$ cat src/rtl/if_fetch_pkg.sv
`default_nettype none
// ============================================================================
// Module   : if_fetch_pkg
// Brief    : Shared widths, constants and state encoding for the fetch stage.
// Revision : 1.0 - initial release
// ============================================================================
package if_fetch_pkg;

    localparam int c_INST_ADDR_W = 32;
    localparam int c_INST_W      = 32;

    localparam logic [c_INST_W-1:0] c_ZERO_WORD = '0;

    typedef enum logic [1:0] {
        ST_RUN  = 2'd0,
        ST_SKID = 2'd1,
        ST_DROP = 2'd2,
        ST_HALT = 2'd3
    } fetch_state_e;

endpackage
`default_nettype wire

$ cat src/rtl/if_skid.sv
`default_nettype none
// ============================================================================
// Module   : if_skid
// Brief    : One-entry pc/inst holding buffer; clear wins over load.
// Revision : 1.0 - initial release
// ============================================================================
module if_skid
    import if_fetch_pkg::*;
(
    input  logic                     clk,
    input  logic                     rst,
    input  logic                     i_load,
    input  logic                     i_clear,
    input  logic [c_INST_ADDR_W-1:0] i_pc,
    input  logic [c_INST_W-1:0]      i_inst,
    output logic [c_INST_ADDR_W-1:0] o_pc,
    output logic [c_INST_W-1:0]      o_inst
);

    logic [c_INST_ADDR_W-1:0] r_pc;
    logic [c_INST_W-1:0]      r_inst;

    always_ff @(posedge clk or negedge rst) begin
        if (!rst) begin
            r_pc   <= c_ZERO_WORD;
            r_inst <= c_ZERO_WORD;
        end else if (i_clear) begin
            r_pc   <= c_ZERO_WORD;
            r_inst <= c_ZERO_WORD;
        end else if (i_load) begin
            r_pc   <= i_pc;
            r_inst <= i_inst;
        end
    end

    assign o_pc   = r_pc;
    assign o_inst = r_inst;

endmodule
`default_nettype wire

$ cat src/rtl/if_fetch.sv
`default_nettype none
// ============================================================================
// Module   : if_fetch
// Brief    : Instruction fetch stage with req/ack memory port, skid buffer and
//            redirect handling. Optional misaligned-fetch trap: IF_MISALIGN_EXC_EN.
// Revision : 1.0 - initial release
// ============================================================================
module if_fetch
    import if_fetch_pkg::*;
#(
    parameter logic [c_INST_ADDR_W-1:0] RESET_PC = 32'h0000_0000
) (
    input  logic                     clk,
    input  logic                     rst,
    input  logic                     stall_i,
    input  logic                     flush_i,
    input  logic [c_INST_ADDR_W-1:0] redirect_pc,
    output logic                     imem_req,
    output logic [c_INST_ADDR_W-1:0] imem_addr,
    input  logic                     imem_ack,
    input  logic [c_INST_W-1:0]      imem_rdata,
    output logic [c_INST_ADDR_W-1:0] if_pc,
    output logic [c_INST_W-1:0]      if_inst,
    output logic                     if_valid,
    output logic                     if_exc
);

    fetch_state_e             r_state, w_state_nxt;
    logic [c_INST_ADDR_W-1:0] r_pc, w_pc_nxt;
    logic [c_INST_ADDR_W-1:0] r_pend_pc, w_pend_nxt;
    logic [c_INST_ADDR_W-1:0] r_out_pc, w_out_pc_nxt;
    logic [c_INST_W-1:0]      r_out_inst, w_out_inst_nxt;
    logic                     r_out_valid, w_out_valid_nxt;
    logic                     r_out_exc, w_out_exc_nxt;
    logic                     w_misalign, w_req, w_ack;
    logic                     w_sk_load, w_sk_clear;
    logic [c_INST_ADDR_W-1:0] w_sk_pc;
    logic [c_INST_W-1:0]      w_sk_inst;

`ifdef IF_MISALIGN_EXC_EN
    assign w_misalign = (r_pc[1:0] != 2'b00);
`else
    assign w_misalign = 1'b0;
`endif

    // DROP keeps the abandoned request alive until memory acknowledges it.
    assign w_req     = ((r_state == ST_RUN) && !w_misalign) || (r_state == ST_DROP);
    assign w_ack     = imem_ack && w_req;
    assign imem_req  = w_req && rst;
    assign imem_addr = {r_pc[c_INST_ADDR_W-1:2], 2'b00};

    assign if_pc    = r_out_pc;
    assign if_inst  = r_out_inst;
    assign if_valid = r_out_valid;
    assign if_exc   = r_out_exc;

    if_skid u_skid (
        .clk     (clk),
        .rst     (rst),
        .i_load  (w_sk_load),
        .i_clear (w_sk_clear),
        .i_pc    (r_pc),
        .i_inst  (imem_rdata),
        .o_pc    (w_sk_pc),
        .o_inst  (w_sk_inst)
    );

    always_ff @(posedge clk or negedge rst) begin
        if (!rst) begin
            r_state     <= ST_RUN;
            r_pc        <= RESET_PC;
            r_pend_pc   <= RESET_PC;
            r_out_pc    <= c_ZERO_WORD;
            r_out_inst  <= c_ZERO_WORD;
            r_out_valid <= 1'b0;
            r_out_exc   <= 1'b0;
        end else begin
            r_state     <= w_state_nxt;
            r_pc        <= w_pc_nxt;
            r_pend_pc   <= w_pend_nxt;
            r_out_pc    <= w_out_pc_nxt;
            r_out_inst  <= w_out_inst_nxt;
            r_out_valid <= w_out_valid_nxt;
            r_out_exc   <= w_out_exc_nxt;
        end
    end

    always_comb begin
        w_state_nxt     = r_state;
        w_pc_nxt        = r_pc;
        w_pend_nxt      = r_pend_pc;
        w_out_pc_nxt    = r_out_pc;
        w_out_inst_nxt  = r_out_inst;
        w_out_valid_nxt = r_out_valid;
        w_out_exc_nxt   = r_out_exc;
        w_sk_load       = 1'b0;
        w_sk_clear      = 1'b0;

        if (flush_i) begin
            w_out_valid_nxt = 1'b0;
            w_out_exc_nxt   = 1'b0;
            w_sk_clear      = 1'b0 | 1'b1;
            w_pend_nxt      = redirect_pc;
            if (w_req && !w_ack) begin
                w_state_nxt = ST_DROP;
            end else begin
                w_pc_nxt    = redirect_pc;
                w_state_nxt = ST_RUN;
            end
        end else begin
            case (r_state)
                ST_RUN: begin
                    if (w_misalign) begin
                        if (!stall_i) begin
                            w_out_pc_nxt    = r_pc;
                            w_out_inst_nxt  = c_ZERO_WORD;
                            w_out_valid_nxt = 1'b1;
                            w_out_exc_nxt   = 1'b1;
                            w_state_nxt     = ST_HALT;
                        end
                    end else if (w_ack) begin
                        w_pc_nxt = r_pc + 32'd4;
                        if (stall_i) begin
                            w_sk_load   = 1'b1;
                            w_state_nxt = ST_SKID;
                        end else begin
                            w_out_pc_nxt    = r_pc;
                            w_out_inst_nxt  = imem_rdata;
                            w_out_valid_nxt = 1'b1;
                            w_out_exc_nxt   = 1'b0;
                        end
                    end else if (!stall_i) begin
                        w_out_valid_nxt = 1'b0;
                    end
                end
                ST_SKID: begin
                    if (!stall_i) begin
                        w_out_pc_nxt    = w_sk_pc;
                        w_out_inst_nxt  = w_sk_inst;
                        w_out_valid_nxt = 1'b1;
                        w_out_exc_nxt   = 1'b0;
                        w_sk_clear      = 1'b1;
                        w_state_nxt     = ST_RUN;
                    end
                end
                ST_DROP: begin
                    if (w_ack) begin
                        w_pc_nxt    = r_pend_pc;
                        w_state_nxt = ST_RUN;
                    end
                end
                default: begin
                    // HALT: parked on a misaligned target until redirected
                end
            endcase
        end
    end

endmodule
`default_nettype wire

$ cat config.mk
export PLATFORM = sky130hd
export DESIGN_NAME = if_fetch
export DESIGN_NICKNAME = d
export VERILOG_FILES = /design/src/rtl/if_fetch_pkg.sv /design/src/rtl/if_skid.sv /design/src/rtl/if_fetch.sv
export SDC_FILE = /design/constraint.sdc
export NUM_CORES = 1
export LEC_CHECK = 0
export ABC_AREA = 1
export CORE_MARGIN = 2
export CORE_UTILIZATION = 25
export CTS_CLUSTER_DIAMETER = 40
export DETAILED_ROUTE_END_ITERATION = 7
export PLACE_DENSITY = 0.55
export SLEW_MARGIN = 20
export SYNTH_ARGS = -nofsm -noshare
export SYNTH_HDL_FRONTEND = slang
export SYNTH_SLANG_ARGS = --single-unit
$ cat constraint.sdc
create_clock -name clk -period 1.7 [get_ports clk]
set_input_delay 0.255 -clock clk [delete_from_list [all_inputs] [get_ports clk]]
set_output_delay 0.255 -clock clk [all_outputs]
set_load 0.01 [all_outputs]
==> results of run 1 <==
[cell type report]
cell class	count	share of cell area, %
Sequential cell	196	33.2
Clock buffer	21	3.11
Multi-Input combinational cell	873	31.3
Tap cell	518	4.38
Timing Repair Buffer	326	25.4
Inverter	69	1.80
Clock inverter	11	0.846
[path summary, 6_finish.rpt]
| path | startpoint | to | slack, ns | depth (start not counted) |
|---|---|---|---|---|
| max | r_state[1] | if_pc[20] | -0.25 | 13 |
| min | flush_i | r_pend_pc[0] | 0.18 | 3 |
| min in group asynchronous | rst | r_pend_pc[5] | 0.41 | 3 |
| max in group asynchronous | rst | r_pc[28] | 0.53 | 4 |
| max reg2reg | r_state[1] | if_pc[20] | -0.25 | 13 |
| min reg2reg | r_pend_pc[0] | r_pend_pc[0] | 0.47 | 2 |
[tightest hold or removal path, delay by kind of cell]
kind          cells  cell delay [ns]
buf+inv           1             0.18
simple gates      2             0.16
[sequential cells by signal, summed over array words and instances (netlist names), 2 cells and up]
| name | cells |
|---|---|
| r_pend_pc | 32 |
| u_skid.o_pc | 32 |
| r_pc | 32 |
| u_skid.o_inst | 32 |
| if_inst | 32 |
| if_pc | 32 |
| r_state | 2 |
[power groups by stage]
stage / clock network [mW] / registers, mW / logic, mW
6_report: 4.17 / 7.64 / 14.1
5_1_grt: 4.44 / 7.87 / 15.2
4_1_cts: 4.27 / 7.51 / 12.1
3_5_place_dp: 0 / 7.76 / 11.2
3_3_place_gp: 0 / 7.71 / 11.1
2_1_floorplan: 0 / 7.92 / 5.54
[logic make-up (layout without fill, tap and decap cells)]
kind of cell	after synthesis	after routing	share of synthesized area, %
other	1	2	0.0385
and+or+nand+nor	658	659	27.9
adders and majority gates	4	4	0.514
xor gates and xnor gates	6	6	0.540
AOI/OAI and AO/OA	202	202	11.7
DFF	196	196	50.4
buffers and inverters	184	427	9.01
[cells in the final DEF (no fill, tap or decap), drive strengths merged, types with 3 or more instances in the layout]
master / instances
clkbuf: 36
xnor2: 3
dlymetal6s2s: 17
a21oi: 67
clkdlybuf4s50: 111
o21ai: 48
clkinv: 4
nor2: 140
inv: 72
nand3: 167
nand2: 346
buf: 148
nor3: 3
xor2: 3
ha: 4
dlygate4sd2: 32
a22oi: 7
dfrtp: 196
a31oi: 76
[through the flow]
stage                     setup TNS (ns)  power, mW  instance area [um^2]  hold slack, ns
after floorplan                        0       13.5                  9740         -0.0406
after global placement             -2.54       18.8                 12400           0.341
after detailed placement           -6.22       19.0                 12400           0.345
after CTS                         -10.33       23.8                 13600           0.164
after global routing              -23.78       27.5                 14800           0.184
final                             -11.31       25.9                 14800           0.182
[repair_timing]
action	4_1_cts	5_1_grt
hold buffers	1	0
endpoints found under the hold margin	14	0
buffers inserted	28	14
pin swaps	2	33
resized for setup	75	186
setup endpoints to repair	131	169
cloned	11	24
[layer usage]
layer	up-vias	global-route usage, %	wire length, um
met5	-	0	0
met4	0	6.33	915
met3	54	3.39	1610
met2	268	25.6	17600
met1	4551	20.7	15700
li1	4558	-	-
==> flow_metrics.env, run 1 <==
export IMPL_postSynthCellCount=1251
export IMPL_drv_cap=0
export IMPL_htree_num_levels=4
export IMPL_drc=0
export IMPL_antennaDiodeCount=0
export IMPL_post_synth_arst_share_pct=100
export IMPL_cp_cell_instances="inv_2, buf_6, ha_4, inv_4, nor2_4, a21oi_2, nor3_2, buf_6, buf_12, buf_12, clkbuf_16, nor2_2, a31oi_1"
export IMPL_rsz0062_at_grt="yes"
export IMPL_first_iter_violations=594
export IMPL_tritoncts_clock_tree="done"
export IMPL_leakage_nw=6.72
export IMPL_clk_pin_slew_ns=0.07
export IMPL_crit_path_top_delay_cell="sky130_fd_sc_hd__dfrtp_1"
export IMPL_synth_most_common_cell="sky130_fd_sc_hd__nand2_1"
export IMPL_synth_common_cells="sky130_fd_sc_hd__nand2_1 (343), sky130_fd_sc_hd__dfrtp_1 (196), sky130_fd_sc_hd__nand3_1 (167)"
export IMPL_worst_slew_margin_rel_pct=65.8
export IMPL_coreArea_mm2=0.0386
export IMPL_drive_above_1_share_pct=21.9
export IMPL_floorplan_rows=72
export IMPL_peak_fanout_along_the_critical_path=4
export IMPL_grt_start_max_net_pins=107
export IMPL_place_detailed_hpwl_mm=21.3
export IMPL_critical_path_top_delay_family="buffers and inverters"
export IMPL_dp_cells=1913
export IMPL_clk_root_buffer_cell="sky130_fd_sc_hd__clkbuf_16"
export IMPL_p_clk_share_pct=16.1
export IMPL_slowest_cell_delay_on_critical_path_ns=0.40
export IMPL_worst_endpoint_arrival_ns=2.32
export IMPL_drt_pass1_iter_count=5
export IMPL_clock_skew_final_ns=0.0110
export IMPL_multi_input_comb_area_mm2=0.00463
export IMPL_pwr_share_seq_pct=29.4
export IMPL_required_ns=2.07
export IMPL_layout_area_overhead_vs_synth_pct=51.9
export IMPL_syn_area_per_cell_um2=7.79
export IMPL_min_period_over_period_pct=115
export IMPL_port_buffers=165
export IMPL_wl_per_cell_um=17.8
export IMPL_critical_path_startpoint_type="register"
export IMPL_layout_nets=1556
export IMPL_timing_final_ws_setup_ns=-0.253
export IMPL_antenna_found_initial=0
export IMPL_design_die_area_mm2=0.0406
export IMPL_top_level_ports=168
export IMPL_insertion_delay_ns=0.46
export IMPL_start_util_pct=25.3
export IMPL_internal_power_mw=15.3
export IMPL_route_antenna_remaining_nets=0
export IMPL_hold_viol_final=0
export IMPL_grt_pass1_vias=8733
export IMPL_synth_main_ff_cell="sky130_fd_sc_hd__dfrtp_1"
export IMPL_die_height_um=201
export IMPL_failed_checks="setup timing"
export IMPL_outcome="complete, but fails checks"
export IMPL_post_syn_area_mm2=0.00974
export IMPL_setup_viol=137
export IMPL_placement_setup_worst_slack_ns=-0.115
export IMPL_synth_ff_latch_count=196
export IMPL_ir_drop_mv=0.949
export IMPL_avgViaCountPerCell=4.68
export IMPL_cts_buffer_depth=2
export IMPL_grtUsageTotal_pct=15.8
export IMPL_layout_filler_cells=3915
export IMPL_routabilityCongestion=0.824
export IMPL_switching_share_pct=40.9
export IMPL_netSwitchingPower_mw=10.6
export IMPL_synth_sequential_area_ratio_pct=50.4
export IMPL_synth_enable_flop_cells=0
export IMPL_synth_top_cell_area_share_pct=50.4
export IMPL_final_instance_count_excl_fill=2014
export IMPL_grt_pass1_wl_mm=49.9
export IMPL_yosys_cell_types_count=31
export IMPL_slew_worst_pin_ns=0.513
export IMPL_ys_warnings_count=0
export IMPL_synth_top_cells_by_area="sky130_fd_sc_hd__dfrtp_1 (50%), sky130_fd_sc_hd__nand2_1 (13%), sky130_fd_sc_hd__nand3_1 (8.6%)"
export IMPL_combPwrFrac_pct=54.5
export IMPL_fmax_ghz=0.512
export IMPL_worstPathBufferInverterCount=7
export IMPL_crit_path_end_kind="register"
export IMPL_postLayoutCoreUtil_pct=38.4
export IMPL_yosysTopAreaCell="sky130_fd_sc_hd__dfrtp_1"
export IMPL_worstSetupPathType="register to register"
export IMPL_routed_wl_mm=35.8
export IMPL_cts_buffers=17
export IMPL_final_seq_area_mm2=0.00492
export IMPL_powerDensity_mw_per_mm2=1750
export IMPL_period_minus_slack_ns=1.95
export IMPL_cts_num_sinks=196
export IMPL_dieWidth_um=201
export IMPL_vias=9431
export IMPL_path_class_of_the_lowest_slack_min_delay_path="input port to register"
export IMPL_overflow=0
export IMPL_final_max_slew_violation_count=0
Note: power is estimated with default switching activity, not from simulation.
==> run 2: changes to the inputs <==
--- a/config.mk
+++ b/config.mk
@@ -6,11 +6,12 @@
 export NUM_CORES = 1
 export LEC_CHECK = 0
 export ABC_AREA = 1
+export ABC_CLOCK_PERIOD_IN_PS = 1700
 export CORE_MARGIN = 2
-export CORE_UTILIZATION = 25
+export CORE_UTILIZATION = 48
 export CTS_CLUSTER_DIAMETER = 40
 export DETAILED_ROUTE_END_ITERATION = 7
-export PLACE_DENSITY = 0.55
+export PLACE_DENSITY = 0.86
 export SLEW_MARGIN = 20
 export SYNTH_ARGS = -nofsm -noshare
 export SYNTH_HDL_FRONTEND = slang
==> flow_metrics.env, run 2 (synthesis gave the netlist of run 1 again) <==
export IMPL_min_period_over_period_pct=117
export IMPL_wl_per_cell_um=19.8
export IMPL_path_class_of_the_lowest_slack_min_delay_path="input port to register"
export IMPL_clk_root_buffer_cell="sky130_fd_sc_hd__clkbuf_16"
export IMPL_worst_endpoint_arrival_ns=2.34
export IMPL_grt_met1_usage_pct=33.7
export IMPL_worst_slew_margin_rel_pct=53.8
export IMPL_required_ns=2.05
export IMPL_rsz0062_at_grt="yes"
export IMPL_vias=10448
export IMPL_cts_buffer_depth=2
export IMPL_clk_pin_slew_ns=0.08
export IMPL_first_iter_violations=1639
export IMPL_outcome="complete, but fails checks"
export IMPL_drv_cap=0
export IMPL_coreArea_mm2=0.0201
export IMPL_tritoncts_clock_tree="done"
export IMPL_antenna_found_initial=0
export IMPL_route_antenna_remaining_nets=0
export IMPL_postLayoutCoreUtil_pct=70.3
export IMPL_ir_drop_mv=0.915
export IMPL_internal_power_mw=14.9
export IMPL_fmax_ghz=0.502
export IMPL_period_minus_slack_ns=1.99
export IMPL_place_detailed_hpwl_mm=17.8
export IMPL_antennaDiodeCount=0
export IMPL_cts_buffers=17
export IMPL_netSwitchingPower_mw=10.8
export IMPL_reg2reg_setup_slack_ns=-0.29
export IMPL_top_level_ports=168
export IMPL_grt_start_max_net_pins=197
export IMPL_powerDensity_mw_per_mm2=1820
export IMPL_design_die_area_mm2=0.0214
export IMPL_grt_most_used_layer="met2"
export IMPL_avgViaCountPerCell=5.98
export IMPL_overflow=0
export IMPL_peak_fanout_along_the_critical_path=8
export IMPL_leakage_nw=6.51
export IMPL_drc=0
export IMPL_drt_pass1_iter_count=7
export IMPL_design_power_total_mw=25.7
export IMPL_hold_viol_final=0
export IMPL_grt_pass1_vias=8953
export IMPL_crit_path_end_kind="register"
export IMPL_start_util_pct=48.4
export IMPL_use_met2_pct=42.0
export IMPL_grtUsageTotal_pct=25.6
export IMPL_insertion_delay_ns=0.44
export IMPL_slew_worst_pin_ns=0.692
export IMPL_layout_commonest_cell="sky130_fd_sc_hd__nand2_1"
export IMPL_drive_above_1_share_pct=18.8
export IMPL_combPwrFrac_pct=53.8
export IMPL_clock_skew_final_ns=0.00832
export IMPL_dieWidth_um=146
export IMPL_final_max_slew_violation_count=0
export IMPL_layout_nets=1536
export IMPL_floorplan_rows=52
export IMPL_routed_wl_mm=34.6
export IMPL_worstSetupPathType="register to register"
export IMPL_pwr_share_seq_pct=30.4
export IMPL_p_clk_share_pct=15.9
export IMPL_cts_num_sinks=196
export IMPL_setup_viol=161
export IMPL_layout_common_cells="sky130_fd_sc_hd__nand2_1 (339), sky130_fd_sc_hd__dfrtp_1 (180), sky130_fd_sc_hd__nand3_1 (155), sky130_fd_sc_hd__clkdlybuf4s50_1 (136), sky130_fd_sc_hd__nor2_1 (101)"
export IMPL_layout_area_overhead_vs_synth_pct=45.2
export IMPL_switching_share_pct=42.1
export IMPL_grt_pass1_wl_mm=44.8
export IMPL_timing_final_ws_setup_ns=-0.292
export IMPL_htree_num_levels=4
export IMPL_failed_checks="setup timing"
export IMPL_critical_path_startpoint_type="register"
export IMPL_die_height_um=146
export IMPL_groute_layer_met3_usage_pct=4.34
export IMPL_port_buffers=165
export IMPL_routabilityCongestion=0.901
export IMPL_holdWs_ns=0.329
## run 2: critical path, cell delays in order (launching register included)
cell and delay, ns:
sky130_fd_sc_hd__dfrtp_1 0.38, sky130_fd_sc_hd__inv_2 0.10, sky130_fd_sc_hd__ha_4 0.18, sky130_fd_sc_hd__buf_6 0.13, sky130_fd_sc_hd__nor2_2 0.12, sky130_fd_sc_hd__a21oi_2 0.08
sky130_fd_sc_hd__nor3_4 0.29, sky130_fd_sc_hd__buf_6 0.24, sky130_fd_sc_hd__clkbuf_16 0.17, sky130_fd_sc_hd__nor2_1 0.04, sky130_fd_sc_hd__a31oi_1 0.16
## run 2: repair_timing
action / CTS / global route
hold endpoints to repair: 0 / 52
setup buffers: 16 / 9
resized for setup: 63 / 114
setup endpoints to repair: 124 / 161
pin swaps: 0 / 46
hold buffers: 0 / 1
cloned: 3 / 42
## run 2: per-stage QoR
stage	instances	setup slack [ns]	setup TNS [ns]	instance area (um^2)
final	1746	-0.292	-21.51	14100
after global routing	1746	-0.370	-30.01	14100
after CTS	1696	-0.0903	-0.914	12800
after detailed placement	1645	-0.0817	-3.69	11900
after global placement	1645	-0.0260	-0.565	11900
after floorplan	1252	0.0742	0	9740
## run 2: final cells by class
| class | instances | area, um^2 |
|---|---|---|
| Multi-Input combinational cell | 874 | 4440 |
| Tap cell | 270 | 338 |
| Fill cell | 1296 | 5960 |
| Sequential cell | 196 | 4920 |
| Clock inverter | 15 | 170 |
| Timing Repair Buffer | 305 | 3580 |
| Clock buffer | 17 | 425 |
| Inverter | 69 | 267 |
## run 2: power by group through the flow
stage	Clock [mW]	Combinational [mW]	Sequential, mW
after floorplan	0	5.54	7.92
after detailed placement	0	10.4	7.86
after global routing	4.31	14.7	7.97
final	4.08	13.8	7.80
after CTS	4.08	11.0	7.63
after global placement	0	10.1	7.76
## run 2: routing by layer
metal	wire length, um	up-vias
li1	-	4517
met1	12400	4975
met2	16800	761
met3	3230	195
met4	2120	0
met5	0	-
## run 2: path summary, 6_finish.rpt
check                                    end    startpoint  cells after the start
hold / removal                 r_pend_pc[16]       flush_i                      2
setup reg to reg                   if_pc[16]    r_state[0]                     10
setup / recovery                   if_pc[16]    r_state[0]                     10
min in group asynchronous  u_skid.o_inst[15]           rst                      3
hold reg to reg                 r_pend_pc[0]  r_pend_pc[0]                      2
max in group asynchronous           r_pc[30]           rst                      4
